## config.mk

```make
export PLATFORM = sky130hd
export DESIGN_NAME = array_scan_reader_flat
export DESIGN_NICKNAME = d
export VERILOG_FILES = /design/src/rtl/array_scan_reader_pkg.sv /design/src/rtl/array_scan_reader_if.sv /design/src/rtl/array_scan_reader_regfile.sv /design/src/rtl/array_scan_reader.sv /design/src/flat_wrapper.sv
export SDC_FILE = /design/constraint.sdc
export NUM_CORES = 2
export LEC_CHECK = 0
export CAP_MARGIN = 20
export CORE_ASPECT_RATIO = 0.9
export CORE_MARGIN = 4
export CORE_UTILIZATION = 45
export CTS_CLUSTER_SIZE = 25
export DETAILED_ROUTE_END_ITERATION = 10
export GPL_ROUTABILITY_DRIVEN = 1
export GPL_TIMING_DRIVEN = 0
export PLACE_DENSITY = 0.61
export SLEW_MARGIN = 20
export SYNTH_ARGS = -nofsm -noshare
export SYNTH_HDL_FRONTEND = slang
export SYNTH_SLANG_ARGS = --single-unit
```

## constraint.sdc

```tcl
create_clock -name clock -period 2.67 [get_ports clock]
set_clock_uncertainty 0.1 [all_clocks]
set_input_delay 0.267 -clock clock [delete_from_list [all_inputs] [get_ports clock]]
set_output_delay 0.267 -clock clock [all_outputs]
set_load 0.03 [all_outputs]
```

## src/rtl/array_scan_reader_pkg.sv

```systemverilog
// ---------------------------------------------------------------------------
// array_scan_pkg
// Shared types and width helpers for the array scan reader.
//   scan_state_e : scan FSM states
//   idx_w/cnt_w  : index width and count width (count must hold DEPTH itself)
// ---------------------------------------------------------------------------
package array_scan_pkg;

    typedef enum logic [1:0] {
        IDLE   = 2'd0,
        STREAM = 2'd1,
        DONE   = 2'd2
    } scan_state_e;

    localparam int DEF_DEPTH = 32;
    localparam int DEF_DSIZE = 32;
    localparam int DEF_IDX_W = $clog2(DEF_DEPTH);
    localparam int DEF_CNT_W = DEF_IDX_W + 1;

    function automatic int idx_w(input int depth);
        return (depth < 2) ? 1 : $clog2(depth);
    endfunction

    // One extra bit so a full-array scan (count == DEPTH) is representable.
    function automatic int cnt_w(input int depth);
        return idx_w(depth) + 1;
    endfunction

endpackage

```

## src/rtl/array_scan_reader_if.sv

```systemverilog
// ---------------------------------------------------------------------------
// array_scan_reader_if
// Bundles the write port, scan control and the valid/ready output stream.
//   master : table writer / scan requester / downstream consumer side
//   slave  : the array_scan_reader block
// ---------------------------------------------------------------------------
interface array_scan_reader_if
    import array_scan_pkg::*;
#(
    parameter int DEPTH = DEF_DEPTH,
    parameter int DSIZE = DEF_DSIZE
);
    localparam int IW = idx_w(DEPTH);
    localparam int CW = cnt_w(DEPTH);

    // write port
    logic             wr_en;
    logic [IW-1:0]    wr_addr;
    logic [DSIZE-1:0] wr_data;
    // scan control
    logic             start;
    logic [IW-1:0]    start_idx;
    logic [CW-1:0]    count;
    logic             busy;
    logic             done;
    // output stream
    logic             out_valid;
    logic             out_ready;
    logic [DSIZE-1:0] out_data;
    logic [IW-1:0]    out_idx;
    logic             out_last;

    modport master (
        output wr_en, wr_addr, wr_data,
        output start, start_idx, count,
        output out_ready,
        input  busy, done,
        input  out_valid, out_data, out_idx, out_last
    );

    modport slave (
        input  wr_en, wr_addr, wr_data,
        input  start, start_idx, count,
        input  out_ready,
        output busy, done,
        output out_valid, out_data, out_idx, out_last
    );

endinterface

```

## src/rtl/array_scan_reader_regfile.sv

```systemverilog
// ---------------------------------------------------------------------------
// array_regfile
// DEPTH x DSIZE register array.
//   clock, rst_n         : clock, async active-low reset (clears all entries)
//   wr_en/wr_addr/wr_data: single-entry write, updates at the clock edge
//   clr_en/clr_addr      : zero one entry at the edge; a same-cycle write
//                          to the same entry takes priority
//   rd_addr/rd_data      : combinational read of the pre-edge contents
// ---------------------------------------------------------------------------
module array_regfile
    import array_scan_pkg::*;
#(
    parameter int DEPTH = DEF_DEPTH,
    parameter int DSIZE = DEF_DSIZE
) (
    input  logic                     clock,
    input  logic                     rst_n,
    input  logic                     wr_en,
    input  logic [idx_w(DEPTH)-1:0]  wr_addr,
    input  logic [DSIZE-1:0]         wr_data,
    input  logic                     clr_en,
    input  logic [idx_w(DEPTH)-1:0]  clr_addr,
    input  logic [idx_w(DEPTH)-1:0]  rd_addr,
    output logic [DSIZE-1:0]         rd_data
);

    logic [DSIZE-1:0] mem [DEPTH];

    always_ff @(posedge clock or negedge rst_n) begin
        if (!rst_n) begin
            for (int i = 0; i < DEPTH; i++) mem[i] <= '0;
        end else begin
            if (clr_en) mem[clr_addr] <= '0;
            // Issued after the clear so the write wins on an address match.
            if (wr_en)  mem[wr_addr]  <= wr_data;
        end
    end

    assign rd_data = mem[rd_addr];

endmodule

```

## src/rtl/array_scan_reader.sv

```systemverilog
// ---------------------------------------------------------------------------
// array_scan_reader
// Register array with a sequential scan reader. A scan starts at start_idx
// and streams count entries (wrapping modulo DEPTH) over valid/ready, one
// beat per cycle under full throughput.
//   clock, rst_n : clock, async active-low reset (aborts scan, clears array)
//   bus (slave)  : write port, start/start_idx/count, busy/done,
//                  out_valid/out_ready/out_data/out_idx/out_last
// Parameters: DEPTH (power of two), DSIZE, CLR_ON_READ (zero entry on
// its handshake).
// ---------------------------------------------------------------------------
module array_scan_reader
    import array_scan_pkg::*;
#(
    parameter int DEPTH       = DEF_DEPTH,
    parameter int DSIZE       = DEF_DSIZE,
    parameter int CLR_ON_READ = 0
) (
    input  logic                clock,
    input  logic                rst_n,
    array_scan_reader_if.slave  bus
);

    localparam int IW = idx_w(DEPTH);
    localparam int CW = cnt_w(DEPTH);

    scan_state_e      state, state_nxt;
    logic [IW-1:0]    idx_q, idx_nxt;     // index of the beat on the bus
    logic [CW-1:0]    rem_q, rem_nxt;     // beats left, including the held one
    logic [DSIZE-1:0] data_q, data_nxt;   // output register

    logic [IW-1:0]    rd_addr;
    logic [DSIZE-1:0] rd_data;
    logic             start_ok;
    logic             hs;
    logic             clr_en;

    assign start_ok = bus.start && (bus.count != '0) && (bus.count <= CW'(DEPTH));
    assign hs       = (state == STREAM) && bus.out_ready;
    assign clr_en   = (CLR_ON_READ != 0) && hs;

    // While idle the read port looks at the requested start entry; while
    // streaming it prefetches the next entry so a handshake can load it
    // straight into the output register.
    assign rd_addr = (state == STREAM) ? idx_q + IW'(1) : bus.start_idx;

    array_regfile #(
        .DEPTH (DEPTH),
        .DSIZE (DSIZE)
    ) u_regfile (
        .clock    (clock),
        .rst_n    (rst_n),
        .wr_en    (bus.wr_en),
        .wr_addr  (bus.wr_addr),
        .wr_data  (bus.wr_data),
        .clr_en   (clr_en),
        .clr_addr (idx_q),
        .rd_addr  (rd_addr),
        .rd_data  (rd_data)
    );

    always_comb begin
        state_nxt = state;
        idx_nxt   = idx_q;
        rem_nxt   = rem_q;
        data_nxt  = data_q;
        case (state)
            IDLE: begin
                if (start_ok) begin
                    state_nxt = STREAM;
                    idx_nxt   = bus.start_idx;
                    rem_nxt   = bus.count;
                    data_nxt  = rd_data;
                end
            end
            STREAM: begin
                if (bus.out_ready) begin
                    if (rem_q == CW'(1)) begin
                        state_nxt = DONE;
                    end else begin
                        // Power-of-two DEPTH: the increment wraps naturally.
                        idx_nxt  = idx_q + IW'(1);
                        rem_nxt  = rem_q - CW'(1);
                        data_nxt = rd_data;
                    end
                end
            end
            DONE:    state_nxt = IDLE;
            default: state_nxt = IDLE;
        endcase
    end

    always_ff @(posedge clock or negedge rst_n) begin
        if (!rst_n) begin
            state  <= IDLE;
            idx_q  <= '0;
            rem_q  <= '0;
            data_q <= '0;
        end else begin
            state  <= state_nxt;
            idx_q  <= idx_nxt;
            rem_q  <= rem_nxt;
            data_q <= data_nxt;
        end
    end

    assign bus.busy      = (state == STREAM);
    assign bus.done      = (state == DONE);
    assign bus.out_valid = (state == STREAM);
    assign bus.out_last  = (state == STREAM) && (rem_q == CW'(1));
    assign bus.out_data  = data_q;
    assign bus.out_idx   = idx_q;

endmodule

```

## src/flat_wrapper.sv

```systemverilog
// flat-port wrapper written by rule: the top's interface ports become plain ports
module array_scan_reader_flat import array_scan_pkg::*;
#(
    parameter int DEPTH       = DEF_DEPTH,
    parameter int DSIZE       = DEF_DSIZE,
    parameter int CLR_ON_READ = 0
)
  (clock, rst_n, bus_wr_en, bus_wr_addr, bus_wr_data, bus_start, bus_start_idx, bus_count, bus_out_ready, bus_busy, bus_done, bus_out_valid, bus_out_data, bus_out_idx, bus_out_last);
  array_scan_reader_if #(.DEPTH(DEPTH), .DSIZE(DSIZE)) bus_i ();
  input  logic clock;
  input  logic rst_n;
  input wire logic [$bits(bus_i.wr_en)-1:0] bus_wr_en;
  input wire logic [$bits(bus_i.wr_addr)-1:0] bus_wr_addr;
  input wire logic [$bits(bus_i.wr_data)-1:0] bus_wr_data;
  input wire logic [$bits(bus_i.start)-1:0] bus_start;
  input wire logic [$bits(bus_i.start_idx)-1:0] bus_start_idx;
  input wire logic [$bits(bus_i.count)-1:0] bus_count;
  input wire logic [$bits(bus_i.out_ready)-1:0] bus_out_ready;
  output wire logic [$bits(bus_i.busy)-1:0] bus_busy;
  output wire logic [$bits(bus_i.done)-1:0] bus_done;
  output wire logic [$bits(bus_i.out_valid)-1:0] bus_out_valid;
  output wire logic [$bits(bus_i.out_data)-1:0] bus_out_data;
  output wire logic [$bits(bus_i.out_idx)-1:0] bus_out_idx;
  output wire logic [$bits(bus_i.out_last)-1:0] bus_out_last;
  assign bus_i.wr_en = bus_wr_en;
  assign bus_i.wr_addr = bus_wr_addr;
  assign bus_i.wr_data = bus_wr_data;
  assign bus_i.start = bus_start;
  assign bus_i.start_idx = bus_start_idx;
  assign bus_i.count = bus_count;
  assign bus_i.out_ready = bus_out_ready;
  assign bus_busy = bus_i.busy;
  assign bus_done = bus_i.done;
  assign bus_out_valid = bus_i.out_valid;
  assign bus_out_data = bus_i.out_data;
  assign bus_out_idx = bus_i.out_idx;
  assign bus_out_last = bus_i.out_last;
  array_scan_reader #(.DEPTH(DEPTH), .DSIZE(DSIZE), .CLR_ON_READ(CLR_ON_READ)) u_core (.clock(clock), .rst_n(rst_n), .bus(bus_i));
endmodule
```

==> metrics.log <==
[metrics] run status: finished, violations left
[metrics] violations in the final reports: setup timing
[metrics] Final TNS setup: -11.19 ns
[metrics] Sw Share: 37.56%
[metrics] final hold viol count: 0
[metrics] setup repair after global routing missed its margin: true
[metrics] net switching power of the design: 27.02 mW
[metrics] most common cell after layout, fill and taps aside: sky130_fd_sc_hd__mux2_2
[metrics] TritonCTS clock tree: yes
[metrics] total congestion overflow after global routing: 0
[metrics] post-synthesis cell count: 3888
[metrics] area of the multi-input gates: 24190 um^2
[metrics] Min-Delay Path Class: in2reg
[metrics] P_int: 44.91 mW
[metrics] number of buffers created by CTS: 111
[metrics] Post-Route Utilization: 53.96%
[metrics] pwr/cell area: 1177 nW/um^2
[metrics] final instance area: 61130 um^2
[metrics] # port buffers: 93
[metrics] start-to-end type of the worst setup path: reg2reg
[metrics] via count of the first global-routing pass: 33882
[metrics] half-perimeter wire length of the detailed placement result: 107200 um
[metrics] Ports: 94
[metrics] clock latency reported for the late side of the worst-skew pair: 0.71 ns
[metrics] biggest fanout along the worst timing path: 7
[metrics] first-pass GRT wire length: 225600 um
[metrics] fraction of layout cells with a size suffix above 1: 44.68%
[metrics] die area: 119900 um^2
[metrics] global router's overall resource usage: 25.20%
[metrics] primary flip-flop cell chosen by synthesis mapping: sky130_fd_sc_hd__dfrtp_1
[metrics] Synth area leaders: sky130_fd_sc_hd__dfrtp_1, sky130_fd_sc_hd__mux2_2, sky130_fd_sc_hd__mux4_2
[metrics] Final Slew Violations: 0
[metrics] number of levels in the clock H-tree: 3
[metrics] drt initial violations: 2617
[metrics] highest ir drop seen on vdd: 0.7768 mV
[metrics] clock slew seen by the registers of the worst setup and hold paths: 0.07 ns
[metrics] portion of total power attributed to sequential cells: 30.1%
[metrics] commonest non-fill, non-tap cells in the layout: sky130_fd_sc_hd__mux2_2, sky130_fd_sc_hd__dfrtp_1, sky130_fd_sc_hd__nand2_1, sky130_fd_sc_hd__mux2i_1, sky130_fd_sc_hd__clkbuf_1
[metrics] Leakage Power: 27.09 nW
[metrics] post-DR wirelength/cell: 26.48 um
[metrics] required time of the critical path: 3.13 ns
[metrics] combinational group share of total power: 48.0%
[metrics] Setup crit end kind: flip-flop
[metrics] count of filler cells inserted in the layout: 9573
[metrics] vertical die dimension: 328.9 um
[metrics] worst endpoint data arrival time: 3.48 ns
[metrics] total number of vias: 33560
[metrics] Overall Power: 71.93 mW
[metrics] remaining antenna violation count: 0
[metrics] Synth async-reset ratio: 100.0%
[metrics] site row count: 117
[metrics] area growth from synthesis to final layout: 18.77%
[metrics] initial antenna violation count: 4
[metrics] Netlist cell types: 46
[metrics] ratio of routed vias to standard cells: 5.837
[metrics] Finished Layout Cells: 5750
[metrics] cell type contributing the most total cell area after synthesis: sky130_fd_sc_hd__dfrtp_1
[metrics] Post-Synthesis Cell Area: 51470 um^2
[metrics] maximum clock path buffer count: 3
[metrics] Relative slew margins: 37.68%
[metrics] Clock Power Share: 22.0%
[metrics] flip-flop and latch count after synthesis: 1069
[metrics] time the worst path needs with I/O delays and setup: 3.018 ns
[metrics] Mean Syn Cell Area: 13.24 um^2
[metrics] final setup slack of the worst path: -0.3477 ns
[metrics] Detailed Route WL: 152200 um
[metrics] post-synth top area share: 51.97%
[metrics] die width: 364.5 um
[metrics] Initial Util: 45.43%
[metrics] DRC errors left: 0
[metrics] portion of the post-synthesis area used by sequential elements: 51.97%
[metrics] number of sinks on the clock net: 1069
[metrics] final worst-path cycle share: 113.0%
[metrics] element type at the critical path start: flip-flop
[metrics] number of flops mapped to enable cells by yosys: 0
[metrics] number of instances in the placed design: 5478
[metrics] syn_nets: 3944
[metrics] gpl congestion: 0.8847
[metrics] number of detailed-route iterations in the first pass: 5
[metrics] slew at the pin closest to its max-slew limit: 0.9348 ns
[metrics] highest attainable clock frequency: 331.4 MHz
[metrics] max-capacitance violation count: 0
[metrics] placed instance area: 54540 um^2
[metrics] sequential cell area: 26750 um^2
[metrics] final number of setup-violating endpoints: 92
[metrics] root buffer cell: sky130_fd_sc_hd__clkbuf_16
[metrics] Final #Nets: 4225
[metrics] core area: 113300 um^2
[metrics] maximum number of pins on one net before global-route repair: 139
[metrics] count of yosys warnings during synthesis: 0
==> stage by stage <==
step / setup WS [ns] / hold slack [ns]
floorplan: 0.002375 / -0.1286
global placement: -49.01 / 0.3814
detailed placement: -1.902 / 0.1597
CTS: -0.2863 / 0.02183
global route: -0.3931 / 0.06307
finish: -0.3477 / 0.05078
==> sequential cells by signal, summed over array words and instances, names as in the netlist <==
name	cells
u_core.u_regfile.mem	1024
u_core.bus.out_idx	5
u_core.state	2
u_core.bus.out_data	32
u_core.rem_q	6
==> cells by family (layout without fill, tap and decap cells) <==
family	count (synthesis)	count (layout)	synth area share, %
AND/OR/NAND/NOR	633	633	5.428
buffers and inverters	365	736	3.269
adder cells (fa/ha/maj)	3	3	0.07293
other	0	4	0
XOR/XNOR	4	4	0.06807
flip-flops	1069	1069	51.97
AO/OA/AOI/OAI	287	287	3.427
multiplexers	1527	1527	35.76
==> final cells by class <==
type	instances	area share (%)
Sequential cell	1069	43.76
Multi-Input combinational cell	2454	39.57
Clock buffer	167	5.469
Buffer	354	4.018
Timing Repair Buffer	173	3.500
Tap cell	1487	3.043
Clock inverter	36	0.5669
Inverter	6	0.05731
Antenna cell	4	0.01637
==> synth_stat cells (4+ instances only) <==
library cell and count:
sky130_fd_sc_hd__a21oi_1 134, sky130_fd_sc_hd__a22o_1 31, sky130_fd_sc_hd__and3_1 4, sky130_fd_sc_hd__buf_1 58, sky130_fd_sc_hd__buf_2 27, sky130_fd_sc_hd__buf_4 27, sky130_fd_sc_hd__buf_6 15, sky130_fd_sc_hd__clkbuf_1 228
sky130_fd_sc_hd__dfrtp_1 1069, sky130_fd_sc_hd__inv_1 5, sky130_fd_sc_hd__mux2_2 1181, sky130_fd_sc_hd__mux2i_1 217, sky130_fd_sc_hd__mux4_1 11, sky130_fd_sc_hd__mux4_2 117, sky130_fd_sc_hd__nand2_1 359, sky130_fd_sc_hd__nand2b_1 4
sky130_fd_sc_hd__nand3_1 136, sky130_fd_sc_hd__nand3b_1 6, sky130_fd_sc_hd__nor2_1 43, sky130_fd_sc_hd__nor3_1 38, sky130_fd_sc_hd__nor3b_1 4, sky130_fd_sc_hd__o211ai_1 31, sky130_fd_sc_hd__o21ai_0 11, sky130_fd_sc_hd__o22ai_1 64
sky130_fd_sc_hd__or4_1 32
==> final timing paths <==
| kind | from | endpoint | slack (ns) | cells past startpoint |
|---|---|---|---|---|
| max in group asynchronous | rst_n | u_core.u_regfile.mem[83] | 0.40 | 5 |
| worst max-delay path | u_core.state[1] | u_core.bus.out_data[11] | -0.35 | 14 |
| min in group asynchronous | rst_n | u_core.u_regfile.mem[667] | 0.08 | 2 |
| worst max register to register | u_core.state[1] | u_core.bus.out_data[11] | -0.35 | 14 |
| worst min-delay path | bus_count[0] | u_core.rem_q[0] | 0.05 | 3 |
| worst min register to register | u_core.u_regfile.mem[24] | u_core.u_regfile.mem[24] | 0.40 | 1 |
==> power by group through the flow <==
stage          sequential (mW)  combinational, mW  clock, mW
2_1_floorplan             21.5               18.2          0
3_3_place_gp              21.9               27.0          0
3_5_place_dp              21.8               27.5          0
4_1_cts                   21.5               32.7       16.1
5_1_grt                   22.0               36.4       16.8
6_report                  21.6               34.5       15.8
==> layer usage <==
metal  wire (um)  vias to the layer above  global-route usage (%)
li1            -                    14728                       -
met1       69890                    17727                   36.99
met2       69020                      907                   38.89
met3        9938                      198                   4.952
met4        3391                        0                   5.694
met5           0                        -                       0
==> what timing repair did <==
item	in CTS	in global routing
endpoints found under the hold margin	123	0
cloned	6	6
endpoints found under the setup margin	272	315
pin swaps	36	59
hold buffers	1	0
setup buffers	35	23
resized for setup	445	123
==> worst max-delay path: stages, from the launching register on <==
cell                        delay (ns)
sky130_fd_sc_hd__dfrtp_1          0.40
sky130_fd_sc_hd__buf_6            0.12
sky130_fd_sc_hd__nand3b_1         0.22
sky130_fd_sc_hd__o21ai_4          0.16
sky130_fd_sc_hd__clkbuf_16        0.23
sky130_fd_sc_hd__buf_16           0.14
sky130_fd_sc_hd__buf_12           0.14
sky130_fd_sc_hd__buf_12           0.15
sky130_fd_sc_hd__buf_12           0.14
sky130_fd_sc_hd__buf_12           0.13
sky130_fd_sc_hd__mux2i_2          0.23
sky130_fd_sc_hd__mux2i_2          0.13
sky130_fd_sc_hd__mux2_4           0.30
sky130_fd_sc_hd__a21oi_4          0.15
sky130_fd_sc_hd__o211ai_1         0.10
(Power assumes the default switching activity.)
